$ cat src/rtl/ur_pkg.sv
// Shared types for the user-register command bank: FSM states, version and
// stability-counter widths.
package ur_pkg;
  localparam int UR_VER_W = 8;
  localparam int UR_CNT_W = 8;

  typedef enum logic [2:0] {
    IDLE,
    SETTLE,
    PENDING,
    APPLY,
    REJECT
  } ur_state_e;
endpackage

$ cat src/rtl/ur_field_cmp.sv
// One register field: differs-from-active bit and above-limit bit (unsigned).
module ur_field_cmp #(
  parameter int REG_W = 16
) (
  input  logic [REG_W-1:0] shadow_fld,
  input  logic [REG_W-1:0] active_fld,
  input  logic [REG_W-1:0] limit_fld,
  output logic             diff,
  output logic             over
);
  assign diff = shadow_fld != active_fld;
  assign over = shadow_fld > limit_fld;
endmodule

$ cat src/rtl/ur_cmd_bank.sv
// Debounced user-register bank: the SPI register image is committed to ur_o only
// after it has been stable and no acquisition frame is running.
// Optional range check with sticky ur_err: define UR_RANGE_CHECK_EN.
module ur_cmd_bank
  import ur_pkg::*;
#(
  parameter int                       N_REGS     = 8,
  parameter int                       REG_W      = 16,
  parameter int                       STABLE_CYC = 4,
  parameter logic [N_REGS*REG_W-1:0]  MAX_VAL    = '1
) (
  input  logic                       clk,
  input  logic                       rst_n,
  input  logic [N_REGS*REG_W-1:0]    user_register_i,
  input  logic                       cmd_update_disable,
  output logic [N_REGS*REG_W-1:0]    ur_o,
  output logic                       ur_update,
  output logic [N_REGS-1:0]          ur_changed,
  output logic [UR_VER_W-1:0]        ur_version,
  output logic                       ur_pending
`ifdef UR_RANGE_CHECK_EN
  ,
  output logic                       ur_err
`endif
);
  localparam int                BUS_W      = N_REGS * REG_W;
  localparam logic [UR_CNT_W:0] STABLE_LIM = (UR_CNT_W + 1)'(STABLE_CYC);

  ur_state_e             state, state_d;
  logic [BUS_W-1:0]      shadow;
  logic [UR_CNT_W-1:0]   cnt, cnt_d;
  logic [UR_CNT_W:0]     cnt_inc;
  logic [N_REGS-1:0]     diff, over;
  logic                  shadow_chg, shadow_dirty, stable_done;
  logic                  commit, reject, range_bad;

  for (genvar k = 0; k < N_REGS; k++) begin : g_fld
    ur_field_cmp #(.REG_W(REG_W)) u_cmp (
      .shadow_fld (shadow[k*REG_W +: REG_W]),
      .active_fld (ur_o[k*REG_W +: REG_W]),
      .limit_fld  (MAX_VAL[k*REG_W +: REG_W]),
      .diff       (diff[k]),
      .over       (over[k])
    );
  end

`ifdef UR_RANGE_CHECK_EN
  assign range_bad = |over;
`else
  logic unused_cfg;
  assign range_bad  = 1'b0;
  assign unused_cfg = ^{over, reject};
`endif

  // shadow_chg: the shadow takes a different value at the coming edge.
  assign shadow_chg   = user_register_i != shadow;
  assign shadow_dirty = |diff;
  assign cnt_inc      = {1'b0, cnt} + (UR_CNT_W + 1)'(1);
  assign stable_done  = cnt_inc == STABLE_LIM;

  // cnt counts consecutive edges with an unchanged shadow. It is zero in IDLE,
  // so IDLE and SETTLE share one rule; the IDLE detection edge is the first
  // stable edge, which gives the 1 + STABLE_CYC + 1 latency to APPLY.
  always_comb begin
    state_d = state;
    cnt_d   = cnt;
    commit  = 1'b0;
    reject  = 1'b0;
    case (state)
      IDLE, SETTLE: begin
        if (!shadow_dirty) begin
          state_d = IDLE;
          cnt_d   = '0;
        end else if (shadow_chg) begin
          state_d = SETTLE;
          cnt_d   = '0;
        end else if (stable_done) begin
          state_d = PENDING;
          cnt_d   = '0;
        end else begin
          state_d = SETTLE;
          cnt_d   = cnt_inc[UR_CNT_W-1:0];
        end
      end
      PENDING: begin
        if (shadow_chg) begin
          state_d = SETTLE;
          cnt_d   = '0;
        end else if (!cmd_update_disable) begin
          if (range_bad) begin
            state_d = REJECT;
            reject  = 1'b1;
          end else begin
            state_d = APPLY;
            commit  = 1'b1;
          end
        end
      end
      APPLY: state_d = IDLE;
`ifdef UR_RANGE_CHECK_EN
      REJECT: begin
        if (shadow_chg) begin
          state_d = SETTLE;
          cnt_d   = '0;
        end
      end
`endif
      default: begin
        state_d = IDLE;
        cnt_d   = '0;
      end
    endcase
  end

  // The bank is loaded on the edge entering APPLY, so the APPLY cycle is the
  // one where ur_o, ur_changed and ur_version show the new commit.
  always_ff @(posedge clk or negedge rst_n) begin
    if (!rst_n) begin
      state      <= IDLE;
      cnt        <= '0;
      shadow     <= '0;
      ur_o       <= '0;
      ur_changed <= '0;
      ur_version <= '0;
    end else begin
      state  <= state_d;
      cnt    <= cnt_d;
      shadow <= user_register_i;
      if (commit) begin
        ur_o       <= shadow;
        ur_changed <= diff;
        ur_version <= ur_version + UR_VER_W'(1);
      end
    end
  end

`ifdef UR_RANGE_CHECK_EN
  always_ff @(posedge clk or negedge rst_n) begin
    if (!rst_n)      ur_err <= 1'b0;
    else if (reject) ur_err <= 1'b1;
  end
`endif

  assign ur_update  = state == APPLY;
  assign ur_pending = (state == SETTLE) || (state == PENDING);
endmodule

$ cat config.mk
export PLATFORM = sky130hd
export DESIGN_NAME = ur_cmd_bank
export DESIGN_NICKNAME = d
export VERILOG_FILES = /design/src/rtl/ur_pkg.sv /design/src/rtl/ur_field_cmp.sv /design/src/rtl/ur_cmd_bank.sv
export SDC_FILE = /design/constraint.sdc
export NUM_CORES = 1
export LEC_CHECK = 0
export CAP_MARGIN = 20
export CORE_MARGIN = 5
export CORE_UTILIZATION = 50
export DETAILED_ROUTE_END_ITERATION = 8
export GPL_TIMING_DRIVEN = 0
export HOLD_SLACK_MARGIN = 0.02
export PLACE_DENSITY = 0.8
export RECOVER_POWER = 25
export SYNTH_ARGS = -nofsm -noshare
export SYNTH_HDL_FRONTEND = slang
export SYNTH_SLANG_ARGS = --single-unit
export TNS_END_PERCENT = 10
$ cat constraint.sdc
create_clock -name clk -period 3.5 [get_ports clk]
set_clock_uncertainty 0.15 [all_clocks]
set_input_delay 0.7 -clock clk [delete_from_list [all_inputs] [get_ports clk]]
set_output_delay 0.7 -clock clk [all_outputs]
set_load 0.01 [all_outputs]
==> flow_summary_export.csv <==
group,metric,value,unit
placement,gp_congestion,0.810,
floorplanning,coreArea,0.0236,sq mm
floorplanning,die_h,165,microns
floorplanning,die_w,165,microns
sta,finalSetupViolCount,0,
cells_and_area,nFillCells,1720,
setup_path,crit_required,3.77,ns
routing,via_per_inst,5.23,
yosys,synthAdderAreaFrac,0.00624,
setup_path,criticalPathCategory,"input port to flip-flop",
clock_tree,htreeDepth,1,
yosys,yosysSeqAreaShare,0.587,
setup_path,cp_slowest_cell,"clkdlybuf4s50_1",
global_route,grt_pass1_vias,8522,
global_route,grt_start_max_net_pins,124,
sta,slew_headroom,-0.448,
yosys,synth-seq-cells,282,
floorplanning,start_util,0.509,
pwr,power.leakage,7.35,nW
yosys,synthSimpleGateAreaFrac,0.0629,
setup_path,slowest_delay,0.49,ns
setup_path,cp-end-kind,"flip-flop",
routing,ant_nets,0,
routing,wl_per_cell,22.4,microns
clock_tree,clk-insertion-delay-late,0.54,ns
status,outcome,"finished with violations",
placement,dp_hpwl,26100,microns
yosys,ys.warnings.count,0,
global_route,grt_pass1_wl,50300,microns
routing,vias,7928,
worst_hold_path,hp-class,"flip-flop to flip-flop",
run,cap_violations,1,
pwr,pwr_density_cell,422,mW/mm^2
global_route,track_usage,0.247,
sta,setup_tns,0,ns
setup_path,crit_family,"simple AND/OR/NAND/NOR gates",
yosys,syn-cell-area,0.0120,sq mm
sta,min_period,3.47,ns
yosys,synthMuxAreaShare,0.129,
yosys,yosysTopAreaCellShare,0.587,
sta,rsz0062_at_grt,"no",
routing,dr.pass1.iters,4,
sta,max_freq,288,MHz
clock_tree,cts_max_path_buffers,3,
placement,io_buffers,276,
cells_and_area,syn2layout_area_growth,35.0,%
setup_path,cpMostUsedCell,"nand4_1",
cells_and_area,final_cell_mix,"dfrtp_1, clkdlybuf4s50_1, mux2_2",
setup_path,worstSetupStartpointType,"input port",
sta,worst_pin_slew,2.17,ns
cells_and_area,drive_gt1_frac,0.173,
clock_tree,cts_sinks,282,
pwr,ir_drop,0.355,mV
yosys,ys_types,27,
floorplanning,rows,56,
yosys,synthTopCellsByArea,"dfrtp_1, mux2_2, xnor2_1",
routing,wirelength,33900,microns
clock_tree,clk_pin_slew,0.06,ns
cells_and_area,nets,1314,
global_route,grt-ovfl-total,0,
cells_and_area,final_common_cell,"dfrtp_1",
setup_path,path_cells,"clkdlybuf4s50_1 -> xnor2_2 -> nand4_1 -> nor4_2 -> nand4_1 -> nor4_4 -> clkbuf_4 -> buf_4 -> mux2_2",
global_route,antenna_found_initial,12,
sta,whs,0.317,ns
floorplanning,io-pin-count,277,
yosys,synth_compound_area_frac,0.0107,
sta,finalHoldViolations,0,
clock_tree,cts_buffers,29,
sta,fin_crit_sh,0.990,
setup_path,critPathBufInv,3,
clock_tree,cts_tree,"built",
status,violations,"max-capacitance violations, max-slew violations",
setup_path,cp_max_fo,10,
yosys,yosysTopAreaCell,"dfrtp_1",
yosys,avgSynthCellArea,13.9,sq um
floorplanning,dieArea,0.0273,sq mm
setup_path,cp.arrival,3.74,ns
yosys,yosys.area_share.xor_xnor,0.192,
clock_tree,root_buffer,"clkbuf_16",
yosys,syn_nets,1002,
sta,slew_violations,46,
routing,drtIter0Drc,459,
yosys,synth_top_family_by_area,"XOR/XNOR gates",
yosys,synthCells,865,
routing,drc,0,
## metrics by stage
step / instance area [sq um] / setup WS [ns] / util / instances / power [mW]
6_report: 16200 / 0.0338 / 0.688 / 1516 / 6.86
4_1_cts: 16200 / 0.00787 / 0.686 / 1509 / 6.95
2_1_floorplan: 12000 / 0.719 / - / 865 / 3.65
3_3_place_gp: 15200 / -10.68 / 0.643 / 1460 / 3.99
5_1_grt: 16200 / 0.00452 / 0.688 / 1515 / 7.10
3_5_place_dp: 15200 / -1.25 / 0.646 / 1462 / 4.00
## worst reg2reg max path: cells and delay by family, from the launching register on
kind,cells,cell delay [ns]
buf+inv,2,0.58
xor+xnor,1,0.34
flops,1,0.44
simple gates,4,1.25
mux,1,0.38
## state kept, by name, summed over array words and instances (netlist names)
register    count
state           2
ur_version      8
ur_o          128
shadow        128
cnt             8
ur_changed      8
## synth_stat cells
master       n
and2_1       1
xor2_1     129
o21ai_0      8
and4_1       2
nor2_1       6
nand3_1      7
buf_2        9
a2111oi_0    1
nor4_4       1
inv_1       13
nand4_1     45
a31oi_1      2
o22ai_1      1
nor4_1      48
a211o_1      1
dfrtp_1    282
xnor2_1    134
mux2_2     138
o211ai_1     5
nand2_1      6
clkbuf_1     3
and4b_1      1
and3_1       4
nor3_1       3
ha_1         6
a21oi_1      3
buf_4        6
## logic make-up (layout without fill, tap and decap cells)
| kind of cell | after synthesis | count (layout) |
|---|---|---|
| AOI/OAI and AO/OA | 21 | 21 |
| xor gates and xnor gates | 263 | 263 |
| adders and majority gates | 6 | 6 |
| buffers and inverters | 31 | 357 |
| DFF | 282 | 282 |
| muxes | 138 | 138 |
| other | 0 | 6 |
| and+or+nand+nor | 124 | 124 |
## cell type report
cell class | count | area, sq um | share of cell area
clock buffer | 42 | 845 | 0.0520
clock inverter | 3 | 40.0 | 0.00247
buffer | 18 | 106 | 0.00655
multi-input combinational | 552 | 4890 | 0.301
tap | 319 | 399 | 0.0246
sequential | 282 | 7060 | 0.435
inverter | 13 | 48.8 | 0.00301
antenna | 6 | 15.0 | 0.000925
timing repair buffer | 281 | 2840 | 0.175
## final timing paths
check,startpoint,end,slack (ns),cells after the start
hold reg to reg,ur_version[7]$_DFFE_PN0P_,ur_version[7]$_DFFE_PN0P_,0.32,1
setup / recovery,user_register_i[111],ur_o[102]$_DFFE_PN0P_,0.03,9
setup reg to reg,shadow[111]$_DFF_PN0_,ur_o[102]$_DFFE_PN0P_,0.24,8
max in group asynchronous,rst_n,ur_o[10]$_DFFE_PN0P_,0.42,3
hold / removal,ur_version[7]$_DFFE_PN0P_,ur_version[7]$_DFFE_PN0P_,0.32,1
min in group asynchronous,rst_n,ur_version[6]$_DFFE_PN0P_,1.28,2
## where the power goes
group          internal (mW)  switching (mW)  total, mW
registers               3.34          0.0930       3.43
clock network           1.72            1.22       2.93
logic                  0.248           0.245      0.493
total                   5.30            1.55       6.86
## per-layer routing
layer | track usage | vias to the layer above | share of wire
met5 | 0 | - | 0.0026
met4 | 0.0673 | 14 | 0.028
met3 | 0.0675 | 64 | 0.079
met2 | 0.413 | 244 | 0.48
met1 | 0.320 | 3963 | 0.41
li1 | - | 3643 | -
## what timing repair did
action	CTS	global route
endpoints found under the setup margin	144	132
pin swaps	1	3
hold buffers	1	0
buffers inserted	1	1
endpoints found under the hold margin	45	0
gates resized for setup	6	6
Note: power is estimated with default switching activity, not from simulation.
